[config.mk]
export PLATFORM = sky130hd
export DESIGN_NAME = fifo_wr_arbiter
export DESIGN_NICKNAME = d
export VERILOG_FILES = /design/src/rtl/fifo_arb_pkg.sv /design/src/rtl/fifo_wr_arbiter_rr_pick.sv /design/src/rtl/fifo_wr_arbiter.sv
export SDC_FILE = /design/constraint.sdc
export NUM_CORES = 1
export LEC_CHECK = 0
export ABC_CLOCK_PERIOD_IN_PS = 6200
export BUFFER_PORTS_ARGS = -buffer_cell sky130_fd_sc_hd__buf_2
export CORE_UTILIZATION = 49
export DETAILED_ROUTE_END_ITERATION = 12
export GPL_ROUTABILITY_DRIVEN = 0
export PLACE_DENSITY = 0.86
export SYNTH_ARGS = -nofsm -noshare
export SYNTH_HDL_FRONTEND = slang
export SYNTH_SLANG_ARGS = --single-unit
export TNS_END_PERCENT = 20
[constraint.sdc]
create_clock -name clk -period 6.2 [get_ports clk]
set_input_delay 0.93 -clock clk [delete_from_list [all_inputs] [get_ports clk]]
set_output_delay 0.93 -clock clk [all_outputs]
set_load 0.03 [all_outputs]
[src/rtl/fifo_arb_pkg.sv]
// Shared types and limits for the FIFO write-port arbiter (fifo_wr_arbiter).
package fifo_arb_pkg;

   typedef enum logic {
      ST_IDLE  = 1'b0,
      ST_BURST = 1'b1
   } arb_state_e;

   localparam int unsigned MAX_BURST_LIMIT = 255;
   localparam int unsigned BEAT_CNT_W      = 8;

   // Width of a requester index; never below one bit.
   function automatic int unsigned id_width(input int unsigned n);
      return (n > 1) ? $clog2(n) : 1;
   endfunction

endpackage

[src/rtl/fifo_wr_arbiter_rr_pick.sv]
// Combinational round-robin picker: the search starts just after last_grant_i and wraps.
module rr_pick
   import fifo_arb_pkg::*;
#(
   parameter  int unsigned NUM_REQ = 4,
   localparam int unsigned ID_W    = id_width(NUM_REQ)
) (
   input  logic [NUM_REQ-1:0] req_i,
   input  logic [ID_W-1:0]    last_grant_i,
   output logic               found_o,
   output logic [ID_W-1:0]    winner_o
);

   int unsigned best_dist;

   // Distance of requester j from the search start in round-robin order.
   function automatic int unsigned rr_dist(input int unsigned j, input logic [ID_W-1:0] last);
      return (j + (2 * NUM_REQ) - 32'(last) - 1) % NUM_REQ;
   endfunction

   always_comb begin
      found_o   = 1'b0;
      winner_o  = '0;
      best_dist = NUM_REQ;
      for (int unsigned j = 0; j < NUM_REQ; j++) begin
         if (req_i[j] && (rr_dist(j, last_grant_i) < best_dist)) begin
            found_o   = 1'b1;
            winner_o  = ID_W'(j);
            best_dist = rr_dist(j, last_grant_i);
         end
      end
   end

endmodule

[src/rtl/fifo_wr_arbiter.sv]
// Round-robin burst arbiter driving the async FIFO write port.
// Define FIFO_ARB_TAG_EN to prefix each written beat with the owner's id.
module fifo_wr_arbiter
   import fifo_arb_pkg::*;
#(
   parameter  int unsigned NUM_REQ    = 4,
   parameter  int unsigned DATA_WIDTH = 8,
   parameter  int unsigned MAX_BURST  = 4,
   localparam int unsigned ID_W       = id_width(NUM_REQ),
`ifdef FIFO_ARB_TAG_EN
   localparam int unsigned FIFO_W     = DATA_WIDTH + ID_W
`else
   localparam int unsigned FIFO_W     = DATA_WIDTH
`endif
) (
   input  logic                          clk,
   input  logic                          rst,
   input  logic [NUM_REQ-1:0]            req_valid,
   input  logic [NUM_REQ-1:0]            req_last,
   input  logic [NUM_REQ*DATA_WIDTH-1:0] req_data,
   output logic [NUM_REQ-1:0]            req_ready,
   output logic                          w_en,
   output logic [FIFO_W-1:0]             wdata,
   input  logic                          w_full,
   input  logic                          w_almost_full,
   output logic [ID_W-1:0]               grant_id,
   output logic                          busy
);

   localparam int unsigned BURST_CAP = (MAX_BURST > MAX_BURST_LIMIT) ? MAX_BURST_LIMIT :
                                       ((MAX_BURST < 1) ? 1 : MAX_BURST);
   localparam logic [BEAT_CNT_W-1:0] BEAT_LAST = BEAT_CNT_W'(BURST_CAP - 1);

   arb_state_e              state_q, state_d;
   logic [ID_W-1:0]         owner_q, owner_d;
   logic [ID_W-1:0]         last_grant_q, last_grant_d;
   logic [BEAT_CNT_W-1:0]   beat_cnt_q, beat_cnt_d;

   logic                    pick_found;
   logic [ID_W-1:0]         pick_winner;
   logic                    own_valid;
   logic                    own_last;
   logic [DATA_WIDTH-1:0]   own_data;
   logic                    beat_acc;

   rr_pick #(
      .NUM_REQ(NUM_REQ)
   ) u_rr_pick (
      .req_i       (req_valid),
      .last_grant_i(last_grant_q),
      .found_o     (pick_found),
      .winner_o    (pick_winner)
   );

   // Owner's view of its stream.
   always_comb begin
      own_valid = 1'b0;
      own_last  = 1'b0;
      own_data  = '0;
      for (int unsigned i = 0; i < NUM_REQ; i++) begin
         if (owner_q == ID_W'(i)) begin
            own_valid = req_valid[i];
            own_last  = req_last[i];
            own_data  = req_data[i*DATA_WIDTH +: DATA_WIDTH];
         end
      end
   end

   assign beat_acc = (state_q == ST_BURST) && own_valid && !w_full;

   always_ff @(posedge clk) begin
      if (rst) begin
         state_q      <= ST_IDLE;
         owner_q      <= '0;
         last_grant_q <= ID_W'(NUM_REQ - 1);
         beat_cnt_q   <= '0;
      end else begin
         state_q      <= state_d;
         owner_q      <= owner_d;
         last_grant_q <= last_grant_d;
         beat_cnt_q   <= beat_cnt_d;
      end
   end

   // Next-state: grant in IDLE, count beats and close the burst in BURST.
   always_comb begin
      state_d      = state_q;
      owner_d      = owner_q;
      last_grant_d = last_grant_q;
      beat_cnt_d   = beat_cnt_q;
      case (state_q)
         ST_IDLE: begin
            if (pick_found && !w_almost_full) begin
               state_d      = ST_BURST;
               owner_d      = pick_winner;
               last_grant_d = pick_winner;
               beat_cnt_d   = '0;
            end
         end
         ST_BURST: begin
            if (beat_acc) begin
               if (own_last || (beat_cnt_q == BEAT_LAST)) begin
                  state_d    = ST_IDLE;
                  beat_cnt_d = '0;
               end else begin
                  beat_cnt_d = beat_cnt_q + BEAT_CNT_W'(1);
               end
            end
         end
         default: begin
            state_d = ST_IDLE;
         end
      endcase
   end

   // Zero-latency write path from the registered owner.
   always_comb begin
      req_ready = '0;
      w_en      = beat_acc;
      wdata     = '0;
      if (state_q == ST_BURST) begin
         for (int unsigned i = 0; i < NUM_REQ; i++) begin
            req_ready[i] = (owner_q == ID_W'(i)) && !w_full;
         end
`ifdef FIFO_ARB_TAG_EN
         wdata = {owner_q, own_data};
`else
         wdata = own_data;
`endif
      end
   end

   assign busy     = (state_q == ST_BURST);
   assign grant_id = owner_q;

endmodule

Yosys cells after proc, flatten, opt, wreduce, memory -nomap -nowiden
Index checks and enable logic that the tools add are counted.

storage, ports and cells
  register bits after elaboration = 13
  logic and storage cells = 73

operators by class
  add/subtract/negate cells = 9
  magnitude comparators = 4
  equal/unequal tests = 6
  multiplexer cells = 32
  bitwise operators = 1
  reduce and logical (&&, ||, !) cells = 17

operators by type and width
  cell                                                                          count
  8-bit two-way mux                                                             8
  1-bit two-way mux                                                             16
  8-bit one-hot mux with 2 select lines                                         1
  1-bit logical AND                                                             11
  2-bit by 3-bit less-than comparator with 1-bit output                         3
  3-bit two-way mux                                                             3
  8-bit by 1-bit adder with 8-bit output, second input constant                 1
  8-bit by 2-bit equality test with 1-bit output, second input constant         1
  2-bit by 1-bit subtractor with 2-bit output, second input constant            3
  2-bit equality test, second input constant                                    2
  2-bit two-way mux                                                             2
  4-bit two-way mux                                                             1
  2-bit != test, second input constant                                          2
  2-bit AND reduction                                                           2
  1-bit by 2-bit subtractor with 2-bit output, first input constant             2
  2-bit subtractor, first input constant                                        2
  2-bit by 3-bit less-than comparator with 1-bit output, second input constant  1
  2-bit by 1-bit equality test with 1-bit output, second input constant         1
  1-bit zero test                                                               2
  2-bit zero test                                                               1
  1-bit one-hot mux with 2 select lines                                         1
  2-bit subtractor, second input constant                                       1
  1-bit logical OR                                                              1
  1-bit inverter                                                                1

Logic depth before layout (Yosys ltp)
Gate-level depths: netlist of run 1.

  depth after elaboration = 17
  depth in mapped cells = 15
  mapped depth without buffers = 14

Hierarchy
From an unflattened synthesis of run 1, not the netlist that was laid out.

second synthesis, totals
  cell total of the unflattened synthesis = 140
  area total of the unflattened synthesis = 1216.2 sq um

by module, submodules not included
  module           instances  cells each  area each (sq um)  sequential area each (sq um)
  fifo_wr_arbiter  1          110         1009.7             260.2
  rr_pick          1          30          206.4              0.0

Least setup slack after synthesis of run 1
No wires, ideal clock.

  path type = input -> register
  start point = input port req_valid[1]
  end point = register last_grant_q[0]
  setup time = 0.125 ns
  data arrival time = 2.879 ns
  required time = 6.075 ns
  slack = 3.196 ns
  cell stages on the path = 13
  path buffers = 1
  cells stage by stage = buf_2 > mux2i_1 > nor2_1 > a31oi_1 > ha_1 > nand2b_1 > a21oi_1 > o21ai_0 > o21ai_0 > ha_1 > o21ai_0 > a211oi_1 > o21bai_1

on the way
  longest elaborated chain between the ends = 10

ends and longest elaborated chain
  what                                                   line                           source
  from (decl)                                            fifo_wr_arbiter.sv:18          input logic [NUM_REQ-1:0] req_valid,
  1-bit logical AND *                                    fifo_wr_arbiter_rr_pick.sv:26  if (req_i[j] && (rr_dist(j, last_grant_i) < best_dist)) begin
  3-bit two-way mux                                      fifo_wr_arbiter_rr_pick.sv:26
  2-bit by 3-bit less-than comparator with 1-bit output  fifo_wr_arbiter_rr_pick.sv:26
  1-bit logical AND                                      fifo_wr_arbiter_rr_pick.sv:26
  3-bit two-way mux                                      fifo_wr_arbiter_rr_pick.sv:26
  2-bit by 3-bit less-than comparator with 1-bit output  fifo_wr_arbiter_rr_pick.sv:26
  1-bit logical AND                                      fifo_wr_arbiter_rr_pick.sv:26
  1-bit two-way mux                                      fifo_wr_arbiter_rr_pick.sv:26
  1-bit logical AND                                      fifo_wr_arbiter.sv:93          if (pick_found && !w_almost_full) begin
  2-bit AND reduction (no source line)                   -
  to (signal assigned)                                   fifo_wr_arbiter.sv:75          last_grant_q <= ID_W'(NUM_REQ - 1);
  to (signal assigned)                                   fifo_wr_arbiter.sv:80          last_grant_q <= last_grant_d;
  to (decl)                                              fifo_wr_arbiter.sv:36          logic [ID_W-1:0] last_grant_q, last_grant_d;

Mark *: on every way between the ends. The rest lies on a longest branch, timed or not.
A chain may end at the register's enable or synchronous reset.

Final worst setup path of run 1
Same ends and word-level chain as after synthesis.

==> results of run 1 <==
final cells by class:
type / instances / area [um2]
Tap cell: 28 / 35.0
Sequential cell: 13 / 260
Inverter: 3 / 11.3
Multi-Input combinational cell: 112 / 837
Clock buffer: 4 / 26.3
Fill cell: 196 / 768
Timing Repair Buffer: 59 / 295
placed cells by master, fill, tap and decap left out, drive strengths merged:
cell type and count:
o21ai 12, a31oi 4, and2 10, nand3b 3, clkbuf 4, and3 3
buf 59, nand3 3, nor4 1, nand2b 3, a21oi 9, xnor2 1
nor2 17, nor3 6, inv 3, ha 3, dfxtp 13, nor2b 4
a211oi 1, a21boi 1, mux2i 1, or4 1, o31ai 1, o21bai 2
nand2 9, nor3b 2, a22oi 2, nor4b 1, mux4 10, and3b 1
a211o 1
cell families (layout without fill, tap and decap cells):
group | after synthesis | after routing
adders and majority gates | 3 | 3
xor gates and xnor gates | 1 | 1
AOI/OAI and AO/OA | 33 | 33
muxes | 11 | 11
buffers and inverters | 12 | 66
and+or+nand+nor | 64 | 64
DFF | 13 | 13
registers in the layout, summed over array words and instances, names as in the netlist:
register / cells
busy: 1
beat_cnt_q: 8
grant_id: 2
last_grant_q: 2
final timing paths:
path / from / to / slack (ps)
setup / recovery: req_valid[1] / last_grant_q[0] / 3150
hold / removal: beat_cnt_q[7] / beat_cnt_q[7] / 500
setup reg to reg: last_grant_q[0] / last_grant_q[0] / 3630
hold reg to reg: beat_cnt_q[7] / beat_cnt_q[7] / 500
stage by stage:
step / hold slack, ps / setup WS [ps] / instances / power (mW) / instance area, um2
after floorplan: 458 / 3200 / 137 / 0.190 / 1160
after global placement: 472 / 3080 / 215 / 0.215 / 1440
after detailed placement: 489 / 2900 / 215 / 0.221 / 1440
after CTS: 499 / 3150 / 219 / 0.272 / 1470
after global routing: 523 / 2930 / 219 / 0.289 / 1470
final: 498 / 3150 / 219 / 0.271 / 1470
critical path, delay by kind of cell:
kind                     cells  cell delay (ps)
adder cells (fa/ha/maj)      2              550
AO/OA/AOI/OAI                7             1180
buffers and inverters        1              170
AND/OR/NAND/NOR              2              190
multiplexers                 1              200
where the power goes:
part | leakage (nW) | internal, mW | switching, mW | total [mW]
Combinational | 0.555 | 0.0545 | 0.0617 | 0.116
Sequential | 0.106 | 0.0879 | 0.0148 | 0.103
Clock | 0.0150 | 0.0250 | 0.0269 | 0.0518
Total | 0.676 | 0.167 | 0.103 | 0.271
cell usage after synthesis (all sizes together):
library cell / number / area [um2]
a211o: 1 / 8.76
a211oi: 1 / 7.51
a21boi: 1 / 7.51
a21oi: 9 / 45.0
a22oi: 2 / 20.0
a31oi: 4 / 25.0
and2: 10 / 62.6
and3: 3 / 18.8
and3b: 1 / 8.76
buf: 6 / 45.0
clkbuf: 3 / 11.3
dfxtp: 13 / 260
ha: 3 / 37.5
inv: 3 / 11.3
mux2i: 1 / 10.0
mux4: 10 / 236
nand2: 9 / 33.8
nand2b: 3 / 18.8
nand3: 3 / 15.0
nand3b: 3 / 22.5
nor2: 17 / 71.3
nor2b: 4 / 25.0
nor3: 6 / 30.0
nor3b: 2 / 15.0
nor4: 1 / 6.26
nor4b: 1 / 8.76
o21ai: 12 / 60.1
o21bai: 2 / 15.0
o31ai: 1 / 7.51
or4: 1 / 11.3
xnor2: 1 / 8.76
routing by layer:
layer	up-vias	share of wire
li1	619	-
met2	46	0.52
met3	5	0.068
met5	-	0
met1	583	0.40
met4	0	0.012
==> flow_summary.ini, run 1 <==
[place]
io_buffers = 59
hpwl_um = 2390

[logic_synthesis]
synth_cell_types = 37
synth-adder-area-share = 0.0322
synth_top_family_by_area = simple AND/OR/NAND/NOR gates
synthXorXnorAreaFrac = 0.00752
syn_area_per_cell_um2 = 8.50
synthMuxAreaShare = 0.212
netlist_area_um2 = 1160
synth_compound_area_frac = 0.169
synthSimpleGateAreaFrac = 0.299
yosysWarnings = 0
yosysSeqAreaShare = 0.223
synth-seq-cells = 13
synth_nets = 184
synth_cells = 137

[detailed_routing]
vias_per_cell = 5.72
drtAntennaViolNets = 0
num_vias = 1253
drc_errors = 0
drt_iter0_markers = 14
post_drt_wl_per_cell_um = 13.5
firstDrtPassIters = 4
wl_um = 2960

[critical_path]
reg2regPathDepth = 11
cpMaxStageDelayCell = a211oi_1
slowest_delay_ps = 330
cp-end-kind = flip-flop
cp.arrival_ps = 3220
critPathLaunchType = input pin
critPathMostFrequentCell = o21ai_0
path_max_fanout = 9
cp_cell_sequence = buf_2 -> mux2i_1 -> nor2_1 -> a31oi_1 -> ha_1 -> nand2b_1 -> a21oi_1 -> o21ai_0 -> o21ai_0 -> ha_1 -> o21ai_0 -> a211oi_1 -> o21bai_1
required_ps = 6360
crit_type = input pin to flip-flop

[worst_hold_path]
min_path_cells = 2
hp-class = flip-flop to flip-flop

[power]
p_leak_nw = 0.676
ir_drop_mv = 0.126
power.density_nw_per_um2 = 185

[cells_and_area]
final_layout_size_suffix_gt1_frac = 0.377
finalNetCount = 239
synthToLayoutAreaGrowth_pct = 25.8
post-route-util = 0.656
diodes = 0

[floorplan]
start_util = 0.522
rows = 17
die-area_um2 = 2580
die_w_um = 50.8
die_h_um = 50.8
ios = 60
coreArea_um2 = 2230

[sta]
maxSlewViolCount = 0
worst_slew_pin_slew_ps = 776
finalCriticalPeriod_ps = 3050
finalSetupViolCount = 0
setup-tns-final_ps = 0
rsz0062_at_grt = false
fin_worst_skew_ps = 3.87
fmax_mhz = 327
period_share = 0.493
slew_headroom = 0.482
hold_viol_final = 0

[clock_network]
ctsResizeCount = 0
cts_hold_buf = 0
clk_pin_slew_ps = 80
cts_root_buf = clkbuf_4
postCtsSetupBuffers = 0
cts_buffers = 3
clkSinkCount = 13
cts_tree = built
htreeDepth = 1
clk_latency_ps = 280
ctsLongestPathBuffers = 2

[global_route]
use_met2 = 0.458
grt_pass1_wl_um = 4720
top_usage_layer = met2
groute.usage.overall = 0.242
overflow = 0
globalRouteMet3Util = 0.0364
grt_pass1_vias = 1106
grt_max_degree = 17
antenna_found_initial = 0
grt_util_met1 = 0.272

[status]
status = finished, final reports clean

[job]
cap_violations = 0
Power figures use the tool's default switching activity.
==> run 2: changes to the inputs <==
- ABC_CLOCK_PERIOD_IN_PS: 6200 -> 2600
- CORE_UTILIZATION: 49 -> 41
- PLACE_DENSITY: 0.86 -> 0.76
- clock period: 6.2 -> 2.6 ns (I/O delays scaled with it)
==> run 2 against run 1 <==
- clock skew fell by 2.4 ps
- sequential share of layout area fell by 0.38 points
- cell area grew 3.2%
- worst setup slack worse by 3000 ps
- via count increased by 2.8%
- sequential power increased by 130%
- worst hold slack lost 57 ps
- total power rose by 150%
- highest routed layer unchanged
==> flow_summary.ini, run 2 (synthesis results as in run 1) <==
[status]
status = finished, final reports clean

[critical_path]
critPathMostFrequentCell = o21ai_0
r2r-end = last_grant_q[0]
crit_buf_inv = 0
reg2regPathDepth = 12
required_ps = 2760
cp_num_cells = 12
cp-end-kind = flip-flop
critPathLaunchType = flip-flop
slowest_delay_ps = 360
cp_cell_sequence = mux2i_1 -> nor2_1 -> a31oi_1 -> ha_2 -> nand2b_1 -> a21oi_1 -> o21ai_1 -> o21ai_0 -> ha_1 -> o21ai_0 -> a211oi_2 -> o21bai_1
cpMaxStageDelayCell = dfxtp_2
cp.arrival_ps = 2610
r2r_setup_slack_ps = 140
crit_type = flip-flop to flip-flop
path_max_fanout = 7
crit_family = compound AO/OA/AOI/OAI gates
r2r_start = last_grant_q[0]

[sta]
hold_viol_final = 0
slew_headroom = 0.593
worst_slew_pin_slew_ps = 609
period_share = 0.945
fin_hold_ws_ps = 441
finalSetupViolCount = 0
fin_worst_skew_ps = 1.43
maxSlewViolCount = 0
finalCriticalPeriod_ps = 2460
setup_ws_ps = 143
fmax_mhz = 407

[global_route]
grt_pass1_vias = 1209
grt_max_degree = 17
antenna_found_initial = 0
groute.usage.overall = 0.209
grt_pass1_wl_um = 5260
overflow = 0

[detailed_routing]
wl_met3_um = 290
vias_per_cell = 5.75
wl_met2_um = 1640
num_vias = 1288
highest_layer = met4
drt_iter0_markers = 42
drtAntennaViolNets = 0
wl_met1_um = 1240
wl_um = 3210
drc_errors = 0
firstDrtPassIters = 4
post_drt_wl_per_cell_um = 14.3

[clock_network]
clk_pin_slew_ps = 80
cts_root_buf = clkbuf_4
clk_latency_ps = 270
ctsLongestPathBuffers = 2
htreeDepth = 1
clkSinkCount = 13
cts_tree = built
postCtsSetupBuffers = 0
cts_buffers = 3

[floorplan]
ios = 60
coreArea_um2 = 2590
die_h_um = 55.3
die-area_um2 = 3060
die_w_um = 55.3
rows = 18
start_util = 0.450

[cells_and_area]
fillerInstances = 219
mostFrequentLayoutCells = buf_2, nor2_1, dfxtp_1
top_register = beat_cnt_q
layout_commonest_cell = buf_2
final_layout_size_suffix_gt1_frac = 0.423
diodes = 0
finalNetCount = 242
design_area_um2 = 1510
largest_reg_flops = 8
synthToLayoutAreaGrowth_pct = 29.8

[worst_hold_path]
min_path_cells = 2
hp-class = input pin to flip-flop
holdPathEnd = beat_cnt_q[0]
min-delay-start = rst

[place]
io_buffers = 59
hpwl_um = 2460
post-place-ws_ps = -92.4
place_area_um2 = 1460

[power]
ir_drop_mv = 0.272
power.density_nw_per_um2 = 446
finalPower_uw = 674
p_leak_nw = 0.695

[job]
cap_violations = 0
## run 2: stage by stage
step,std cells,setup TNS (ps),util
after floorplan,137,0,-
after global routing,224,-130,0.584
after detailed placement,220,-284,0.565
final,224,0,0.584
after global placement,220,0,0.565
after CTS,224,0,0.575
## run 2: what timing repair did
item                                    4_1_cts  5_1_grt
endpoints found under the setup margin        0        4
hold buffers                                  0        0
resized for setup                             0        9
## run 2: power by group
part	switching, mW	internal, mW	total (mW)
combinational	0.167	0.144	0.311
sequential	0.0307	0.211	0.241
clock	0.0625	0.0594	0.122
total	0.260	0.414	0.674
## run 2: how the worst max path moves through the flow
stage / endpoint / startpoint / slack, ps
6_report: last_grant_q[0] / last_grant_q[0] / 140
5_1_grt: last_grant_q[0] / last_grant_q[0] / -80
4_1_cts: last_grant_q[0] / last_grant_q[0] / 50
3_5_place_dp: last_grant_q[0] / req_valid[0] / -90
3_3_place_gp: last_grant_q[0] / req_valid[0] / 80
2_1_floorplan: last_grant_q[0] / req_valid[1] / 140
## run 2: metal layers
layer / vias up / track usage
met2: 76 / 0.396
met5: - / 0
met3: 6 / 0.0515
met1: 586 / 0.233
met4: 0 / 0.0429
li1: 620 / -
## run 2: final cells by class
type,instances,area (um2),area share
tap,30,37.5,0.0248
sequential,13,263,0.174
inverter,3,11.3,0.00745
clock buffer,4,26.3,0.0174
timing repair buffer,62,318,0.210
multi-input combinational,112,856,0.566
